### config.mk
export PLATFORM = sky130hd
export DESIGN_NAME = misty_arbiter
export DESIGN_NICKNAME = d
export VERILOG_FILES = /design/src/rtl/misty_arbiter.sv
export SDC_FILE = /design/constraint.sdc
export NUM_CORES = 1
export LEC_CHECK = 0
export CORE_AREA = 2 2 432 434
export DETAILED_ROUTE_END_ITERATION = 12
export DIE_AREA = 0 0 434 436
export PLACE_DENSITY = 0.3
export SKIP_CTS_REPAIR_TIMING = 1
export SLEW_MARGIN = 10
export SYNTH_ARGS = -nofsm -noshare
export SYNTH_HDL_FRONTEND = slang
export SYNTH_SLANG_ARGS = --single-unit
### constraint.sdc
create_clock -name clk -period 2.5 [get_ports clk]
set_clock_uncertainty 0.1 [all_clocks]
set_input_delay 0.5 -clock clk [delete_from_list [all_inputs] [get_ports clk]]
set_output_delay 0.5 -clock clk [all_outputs]
set_load 0.03 [all_outputs]
### src/rtl/misty_arbiter.sv
// Two-requester round-robin arbiter in front of one shared MISTY core.
// Optional WAIT watchdog enabled by defining MISTY_ARB_WATCHDOG_EN.
module misty_arbiter #(
  parameter int TIMEOUT_CYCLES = 1023
) (
  input  logic         clk,
  input  logic         rst,
  input  logic [1:0]   req_valid_i,
  output logic [1:0]   req_ready_o,
  input  logic         req0_enc_i,
  input  logic         req1_enc_i,
  input  logic [63:0]  req0_text_i,
  input  logic [63:0]  req1_text_i,
  input  logic [255:0] req0_key_i,
  input  logic [255:0] req1_key_i,
  output logic         core_valid_o,
  input  logic         core_ready_i,
  output logic         core_enc_o,
  output logic [63:0]  core_text_o,
  output logic [255:0] core_key_o,
  output logic         core_stall_o,
  input  logic         core_valid_i,
  input  logic [63:0]  core_text_i,
  output logic [1:0]   resp_valid_o,
  input  logic [1:0]   resp_ready_i,
  output logic [63:0]  resp_text_o,
  output logic         resp_err_o
);

  typedef enum logic [1:0] {IDLE, ISSUE, WAIT, HOLD} state_t;

  state_t         state_q, state_d;
  logic           ptr_q, ptr_d;
  logic           owner_q, owner_d;
  logic           enc_q, enc_d;
  logic [63:0]    text_q, text_d;
  logic [255:0]   key_q, key_d;
  logic [63:0]    result_q, result_d;
  logic           grant_id;
  logic           wd_expired;

`ifdef MISTY_ARB_WATCHDOG_EN
  localparam int CW = (TIMEOUT_CYCLES < 2) ? 1 : $clog2(TIMEOUT_CYCLES + 1);
  logic [CW-1:0]  wd_cnt_q, wd_cnt_d;
  logic           err_q, err_d;

  // Counter holds the number of WAIT cycles already elapsed, so the limit is
  // reached at the end of the cycle where it equals TIMEOUT_CYCLES-1.
  assign wd_expired = (wd_cnt_q == CW'(TIMEOUT_CYCLES - 1));
`else
  assign wd_expired = 1'b0;
`endif

  // Pointer only matters when both requesters compete.
  assign grant_id = (req_valid_i == 2'b11) ? ptr_q : req_valid_i[1];

  always_comb begin
    state_d  = state_q;
    ptr_d    = ptr_q;
    owner_d  = owner_q;
    enc_d    = enc_q;
    text_d   = text_q;
    key_d    = key_q;
    result_d = result_q;
`ifdef MISTY_ARB_WATCHDOG_EN
    wd_cnt_d = wd_cnt_q;
    err_d    = err_q;
`endif
    case (state_q)
      IDLE: begin
        if (|req_valid_i) begin
          owner_d = grant_id;
          enc_d   = grant_id ? req1_enc_i  : req0_enc_i;
          text_d  = grant_id ? req1_text_i : req0_text_i;
          key_d   = grant_id ? req1_key_i  : req0_key_i;
          state_d = ISSUE;
        end
      end
      ISSUE: begin
        if (core_ready_i) begin
          state_d = WAIT;
`ifdef MISTY_ARB_WATCHDOG_EN
          wd_cnt_d = '0;
`endif
        end
      end
      WAIT: begin
        if (core_valid_i) begin
          result_d = core_text_i;
          state_d  = HOLD;
        end else if (wd_expired) begin
          result_d = '0;
          state_d  = HOLD;
`ifdef MISTY_ARB_WATCHDOG_EN
          err_d    = 1'b1;
`endif
        end else begin
`ifdef MISTY_ARB_WATCHDOG_EN
          wd_cnt_d = wd_cnt_q + CW'(1);
`endif
        end
      end
      HOLD: begin
        if (resp_ready_i[owner_q]) begin
          state_d = IDLE;
          ptr_d   = ~owner_q;
`ifdef MISTY_ARB_WATCHDOG_EN
          err_d   = 1'b0;
`endif
        end
      end
      default: state_d = IDLE;
    endcase
  end

  always_ff @(posedge clk) begin
    if (rst) begin
      state_q  <= IDLE;
      ptr_q    <= 1'b0;
      owner_q  <= 1'b0;
      enc_q    <= 1'b0;
      text_q   <= '0;
      key_q    <= '0;
      result_q <= '0;
`ifdef MISTY_ARB_WATCHDOG_EN
      wd_cnt_q <= '0;
      err_q    <= 1'b0;
`endif
    end else begin
      state_q  <= state_d;
      ptr_q    <= ptr_d;
      owner_q  <= owner_d;
      enc_q    <= enc_d;
      text_q   <= text_d;
      key_q    <= key_d;
      result_q <= result_d;
`ifdef MISTY_ARB_WATCHDOG_EN
      wd_cnt_q <= wd_cnt_d;
      err_q    <= err_d;
`endif
    end
  end

  // Outputs are forced low while rst is high, even before the first edge.
  assign req_ready_o  = (!rst && state_q == IDLE && |req_valid_i) ?
                        (grant_id ? 2'b10 : 2'b01) : 2'b00;
  assign core_valid_o = !rst && (state_q == ISSUE);
  assign core_enc_o   = !rst && enc_q;
  assign core_text_o  = rst ? '0 : text_q;
  assign core_key_o   = rst ? '0 : key_q;
  assign core_stall_o = !rst && (state_q == HOLD);
  assign resp_valid_o = (!rst && state_q == HOLD) ? (owner_q ? 2'b10 : 2'b01) : 2'b00;
  assign resp_text_o  = rst ? '0 : result_q;
`ifdef MISTY_ARB_WATCHDOG_EN
  assign resp_err_o   = !rst && err_q;
`else
  assign resp_err_o   = 1'b0;
`endif

endmodule
==> results of run 1 <==
[worst max-delay path: stages (launching register included)]
cell and delay, ps:
dfxtp_4 370, inv_4 70, ha_4 140, nor2b_4 150, and3_4 270, buf_6 150
[cells in the final DEF (no fill, tap or decap), types with 3 or more instances in the layout]
cell / n
clkdlybuf4s50_1: 714
nor2b_1: 709
dfxtp_1: 387
a221o_1: 321
buf_4: 318
buf_12: 170
nand2_1: 130
a21oi_1: 65
clkbuf_16: 59
dlymetal6s2s_1: 49
diode_2: 12
clkinv_2: 10
clkbuf_1: 10
clkbuf_8: 10
bufinv_16: 5
nand2b_1: 4
mux2i_1: 3
ha_1: 3
[sequential cells by signal, summed over array words and instances, names as in the netlist]
register	count
owner_q	1
ptr_q	1
text_q	64
key_q	256
state_q	2
enc_q	1
result_q	64
[Yosys cell counts]
cell type and instances:
nor2b_1 712, dfxtp_1 389, a221o_1 321, nand2_1 131
buf_2 74, a21oi_1 65, clkbuf_1 64, buf_6 31
ha_1 5, nand2b_1 4, mux2i_1 3, and2_1 2
and3_1 2, buf_4 2, inv_1 2, nor3b_1 2
a2111oi_2 1, a2bb2oi_1 1, buf_1 1, conb_1 1
nor2_1 1, o21a_2 1, o21bai_1 1, or2_2 1
[kinds of logic after synthesis]
| family | count (synthesis) | synth area share |
|---|---|---|
| AND/OR/NAND/NOR | 855 | 0.287 |
| AO/OA/AOI/OAI | 390 | 0.205 |
| flip-flops | 389 | 0.446 |
| buffers and inverters | 174 | 0.0564 |
| adder cells (fa/ha/maj) | 5 | 0.00358 |
| multiplexers | 3 | 0.00172 |
| other | 1 | 0.000215 |
[final timing paths]
kind                          to  cells past startpoint          from  slack (ps)
hold reg to reg     result_q[54]                      2  result_q[54]         350
setup reg to reg       key_q[68]                      9    state_q[0]         370
hold / removal      result_q[32]                      3           rst         200
setup / recovery  req_ready_o[1]                      5    state_q[1]          70
[metal layers]
metal / part of all wire / wire [um] / global-route usage
met3: 0.089 / 11600 / 0.0544
met2: 0.52 / 67800 / 0.241
met5: 0.0041 / 537 / 0
met1: 0.37 / 48200 / 0.139
met4: 0.024 / 3190 / 0.0335
[per-stage QoR]
stage | hold slack, ps | worst slack [ps] | power, mW
floorplan | 332 | 26.6 | 13.9
global placement | 338 | 13.7 | 19.8
detailed placement | 342 | 27.5 | 19.7
CTS | 108 | -459 | 28.7
global route | 155 | -63.8 | 29.6
finish | 200 | 72.9 | 28.1
[power by group through the flow]
stage / clock network [mW] / registers [mW] / logic (mW)
final: 8.58 / 8.18 / 11.3
after global routing: 9.19 / 8.35 / 12.0
after CTS: 9.05 / 8.17 / 11.5
after detailed placement: 0 / 8.26 / 11.4
after global placement: 0 / 8.29 / 11.5
after floorplan: 0 / 8.16 / 5.73
[area by class of cell]
type                    count  area (um^2)  share of cell area
diodes                     12         30.0            0.000853
clock buffers              79         1650              0.0469
clock inverters            18          241             0.00686
inverters                   2         12.5            0.000356
multi-input cells        1255         8760               0.249
flip-flops and latches    389         7790               0.222
well taps                2480         3100              0.0882
repair buffers           1254        13600               0.386
==> results.tsv, run 1 <==
stage	metric	value	unit
route	Vias/cell	3.34	
die	# IOs	1106	
timing	final setup TNS	0	ps
placed_design	HPWL after DPL	107000	um
grt	first-pass GRT wire length	171000	um
cells_and_area	fin cells	5489	
logic_synthesis	Syn Area/Cell	9.61	um^2
grt	vias in the first global route	18700	
logic_synthesis	Distinct cells, synth	24	
timing	Worst Max-Slew Pin Slew	594	ps
pwr	Logic pwr share	0.403	
cells_and_area	final core utilization	0.191	
die	FP Rows	158	
timing	fin crit period	2430	ps
placed_design	placed insts	5365	
timing	final hold vios	0	
grt	grt ovf	0	
pwr	share of total power in the clock network	0.306	
flow_run	max-cap check violation count	0	
logic_synthesis	post-synthesis sequential area ratio	0.446	
pwr	Cell Int Power	18.3	mW
setup_path	WS Path Type	reg -> out	
die	Initial Utilization	0.0946	
setup_path	startpoint types	flop	
cells_and_area	P&R area growth vs syn	101	%
placed_design	routability cong.	0.808	
pwr	Sw Ratio	0.347	
cts	CTS buffer count	58	
cells_and_area	cell area after layout	35200	um^2
cts	htree depth	2	
min_path	Hold Crit Class	in -> reg	
pwr	worst vdd ir	0.523	mV
timing	Tcrit/Tclk final	0.971	
setup_path	Worst EP required	1900	ps
cts	maximum root-to-sink buffer count	3	
route	vias	18300	
timing	Slew Limit Fails	0	
die	Die Footprint	189000	um^2
route	Detailed Route WL	131000	um
logic_synthesis	post-synthesis cell area	17500	um^2
logic_synthesis	Synth top area share	0.446	
status	status	finished clean	
route	first-pass detailed-route iteration total	5	
route	Routed Antenna Nets	0	
logic_synthesis	Synth area leader	dfxtp_1	
pwr	Psw	9.73	mW
setup_path	critical-path maximum fanout	4	
placed_design	buffers added on ports	1104	
cells_and_area	share of cells above drive strength 1	0.199	
pwr	Flop pwr share	0.292	
placed_design	Post-Place Cell Area	33000	um^2
pwr	PD cells	798	nW/um^2
setup_path	critical path endpoint category	output pin	
pwr	cell leakage power	14.1	nW
cells_and_area	Final nets	3679	
logic_synthesis	Net Count, Synth	2536	
grt	Total GRT Usage	0.132	
cts	CTS tree	done	
timing	Fmax	412	MHz
cts	insertion delay to the later sink of the worst-skew pair	670	ps
grt	largest net degree at the start of global routing	65	
logic_synthesis	synthesis-stage register bit count	389	
die	die width	434	um
cts	Clock Pin Slew Worst Setup and Hold Paths	60	ps
die	CORE AREA	185000	um^2
logic_synthesis	Synth Instances	1817	
cts	Root Driver	clkbuf_16	
route	Post-route DRC	0	
timing	setup violators final	0	
cells_and_area	fill cell count	20500	
timing	RSZ-0062 raised after global routing	yes	
cts	CTS sink count	389	
grt	initial antenna violation count	63	
logic_synthesis	top cells by area, synth	dfxtp_1 45%, nor2b_1 25%, a221o_1 18%	
route	WL per Instance	23.9	um
logic_synthesis	Yosys Warn Count	0	
route	1st-iter DRT viols	823	
timing	Max-Slew Margin vs Limit	0.603	
die	Die Y	436	um
setup_path	CP arrival	1830	ps
No activity file was read; power rests on OpenSTA's default activity.
==> run 2, diff against run 1 <==
--- a/config.mk
+++ b/config.mk
@@ -5,9 +5,10 @@
 export SDC_FILE = /design/constraint.sdc
 export NUM_CORES = 1
 export LEC_CHECK = 0
-export CORE_AREA = 2 2 432 434
+export ABC_AREA = 1
+export CORE_AREA = 2 2 429 431
 export DETAILED_ROUTE_END_ITERATION = 12
-export DIE_AREA = 0 0 434 436
+export DIE_AREA = 0 0 431 433
 export PLACE_DENSITY = 0.3
 export SKIP_CTS_REPAIR_TIMING = 1
 export SLEW_MARGIN = 10
==> run 2 against run 1 <==
  * Clock power shrank 0.7%
  * Worst hold slack improved by 56 ps
  * Wire length rose by 6.1%
  * Area after synthesis increased by 7.4%
  * Non-clock buffer count increased by 102
  * Global-route usage grew 0.98 points
  * Largest cell class unchanged
  * Sequential power up 0.9%
  * Via count increased by 28%
==> results.tsv, run 2 <==
stage	metric	value	unit
cells_and_area	P&R area growth vs syn	91.0	%
die	die width	431	um
cells_and_area	share of cells above drive strength 1	0.159	
min_path	Hold Crit Class	in -> reg	
logic_synthesis	Syn Area/Cell	6.53	um^2
setup_path	slack of the worst reg-to-reg path	500	ps
logic_synthesis	Synth Instances	2873	
route	vias	23500	
logic_synthesis	top-count cell post-synth	nand3_1	
setup_path	slowest CP cell	clkdlybuf4s50_1	
die	Die Y	433	um
placed_design	HPWL after DPL	111000	um
cells_and_area	fin cells	6501	
timing	setup violators final	0	
logic_synthesis	Top FF cell, synth	dfxtp_1	
cells_and_area	Final nets	4767	
setup_path	CP bufs+invs	4	
setup_path	WS Path Type	in -> out	
timing	Fmax	410	MHz
placed_design	placed insts	6371	
grt	vias in the first global route	23200	
cts	Root Driver	clkbuf_16	
placed_design	buffers added on ports	1104	
die	CORE AREA	182000	um^2
route	WL per Instance	21.4	um
die	FP Rows	157	
grt	initial antenna violation count	76	
route	Vias/cell	3.62	
cts	htree depth	2	
setup_path	worst reg2reg path depth	10	
die	# IOs	1106	
route	Detailed Route WL	139000	um
min_path	Worst Hold Launch	rst	
route	Routed Antenna Nets	0	
route	first-pass detailed-route iteration total	4	
cells_and_area	most common cell after layout, fill and taps aside	nand3_1	
pwr	PD cells	795	nW/um^2
logic_synthesis	Net Count, Synth	3592	
timing	Fin Hold WS	256	ps
timing	final hold vios	0	
cells_and_area	fill cell count	20800	
logic_synthesis	Synth top area share	0.415	
timing	Max-Slew Margin vs Limit	0.600	
setup_path	CP arrival	1840	ps
cts	insertion delay to the later sink of the worst-skew pair	700	ps
status	status	finished clean	
setup_path	startpoint types	input port	
setup_path	Worst EP required	1900	ps
logic_synthesis	number of flops mapped to enable cells by yosys	0	
logic_synthesis	post-synthesis cell area	18800	um^2
timing	Worst Max-Slew Pin Slew	600	ps
route	Post-route DRC	0	
cells_and_area	Biggest register	key_q	
pwr	total power	28.5	mW
grt	largest net degree at the start of global routing	102	
min_path	Worst Hold Depth	4	
timing	Tcrit/Tclk final	0.976	
timing	fin crit period	2440	ps
setup_path	reg-to-reg critical path startpoint	state_q[1]	
cells_and_area	final core utilization	0.197	
cells_and_area	max reg flops	256	
cells_and_area	biggest regs	key_q: 256 flops, result_q: 64 flops, text_q: 64 flops	
setup_path	Critical R2R Capture	key_q[34]	
setup_path	critical path endpoint category	output pin	
cts	CTS buffer count	59	
setup_path	critical path's largest stage delay	570	ps
cts	CTS tree	done	
cts	maximum root-to-sink buffer count	3	
logic_synthesis	synthesis-stage register bit count	389	
timing	Slew Limit Fails	0	
logic_synthesis	Yosys Warn Count	0	
setup_path	cell family with most CP delay	buffers and inverters	
logic_synthesis	Distinct cells, synth	20	
logic_synthesis	FFs w/ async S/R, synth	0	
route	1st-iter DRT viols	1121	
pwr	worst vdd ir	0.574	mV
cts	Clock Pin Slew Worst Setup and Hold Paths	50	ps
flow_run	max-cap check violation count	0	
die	Die Footprint	187000	um^2
die	Initial Utilization	0.103	
setup_path	critical-path maximum fanout	3	
logic_synthesis	post-synthesis sequential area ratio	0.415	
min_path	Worst Hold Endpoint	key_q[24]	
grt	first-pass GRT wire length	188000	um
logic_synthesis	top cells by count, synth	968 x nand3_1, 399 x inv_1, 396 x nor2_1	
grt	grt ovf	0	
cts	CTS sink count	389	
setup_path	Critical Path, Cell by Cell	clkdlybuf4s50_1 > inv_2 > nand2_1 > nand2_8 > buf_12 > nor3_4 > buf_6	
placed_design	routability cong.	0.821	
grt	Total GRT Usage	0.142	
logic_synthesis	Synth area leader	dfxtp_1	
pwr	cell leakage power	16.2	nW
logic_synthesis	top cells by area, synth	dfxtp_1 41%, nand3_1 26%, inv_1 8.0%	
cells_and_area	commonest cells after routing, fill and taps aside	968 x nand3_1, 716 x clkdlybuf4s50_1, 487 x buf_4, 396 x inv_1, 395 x nor2_1	
timing	RSZ-0062 raised after global routing	yes	
-- run 2: cell types whose count changed after synthesis, moves of 21 or more --
cell / before / now
nor2_1: 1 / 396
o21ai_0: 0 / 63
clkbuf_1: 64 / 85
nor2b_1: 712 / 0
buf_2: 74 / 129
nand3_1: 0 / 968
nand2_1: 131 / 335
a221o_1: 321 / 0
inv_1: 2 / 399
buf_6: 31 / 1
-- run 2: logic make-up (layout without fill, tap and decap cells) --
logic type                 after synthesis  in the layout  share of synthesized area
adders and majority gates                5              5                    0.00333
buffers and inverters                  643           1862                      0.140
other                                    1             25                   0.000200
and+or+nand+nor                       1704           1704                      0.406
AOI/OAI and AO/OA                      131            131                     0.0351
DFF                                    389            389                      0.415
-- run 2: worst max path at each step --
| stage | from | to | cells after the start |
|---|---|---|---|
| 2_1_floorplan | rst | req_ready_o[0] | 4 |
| 3_3_place_gp | req_valid_i[0] | req_ready_o[0] | 7 |
| 3_5_place_dp | req_valid_i[0] | req_ready_o[0] | 7 |
| 4_1_cts | state_q[0] | req_ready_o[0] | 6 |
| 5_1_grt | state_q[1] | req_ready_o[0] | 6 |
| 6_report | req_valid_i[0] | req_ready_o[0] | 7 |
-- run 2: power by group --
group	switching [mW]	leakage [nW]	internal, mW
Sequential	0.400	3.20	7.85
Clock	3.63	0.920	4.90
Combinational	7.15	12.1	4.58
-- run 2: layout make-up --
type,instances,area [um^2],share of cell area
Timing Repair Buffer,1356,13200,0.368
Multi-Input combinational cell,1841,8400,0.234
Sequential cell,389,7790,0.217
Tap cell,2385,2980,0.0833
Clock buffer,91,1720,0.0479
Inverter,401,1510,0.0422
Clock inverter,14,175,0.00489
Antenna cell,24,60.1,0.00168
-- run 2: through the flow --
stage	cell area [um^2]	setup TNS (ps)	setup slack [ps]
2_1_floorplan	18800	0	189
3_3_place_gp	33600	-3970	-247
3_5_place_dp	33600	-5000	-229
4_1_cts	35500	-5020	-496
5_1_grt	35800	-64.7	-59.3
6_report	35800	0	59.7
-- run 2: routing by layer --
layer | GRT usage | share of wire | vias up
met1 | 0.165 | 0.40 | 11000
met2 | 0.243 | 0.50 | 726
met5 | 0 | 0.0027 | -
met4 | 0.0499 | 0.027 | 60
met3 | 0.0460 | 0.077 | 186
li1 | - | - | 11600
-- run 2: tightest hold or removal path, cell delays in order --
cell     delay (ps)
buf_12          170
nor2_1          180
nand2_1          70
nand3_1          70
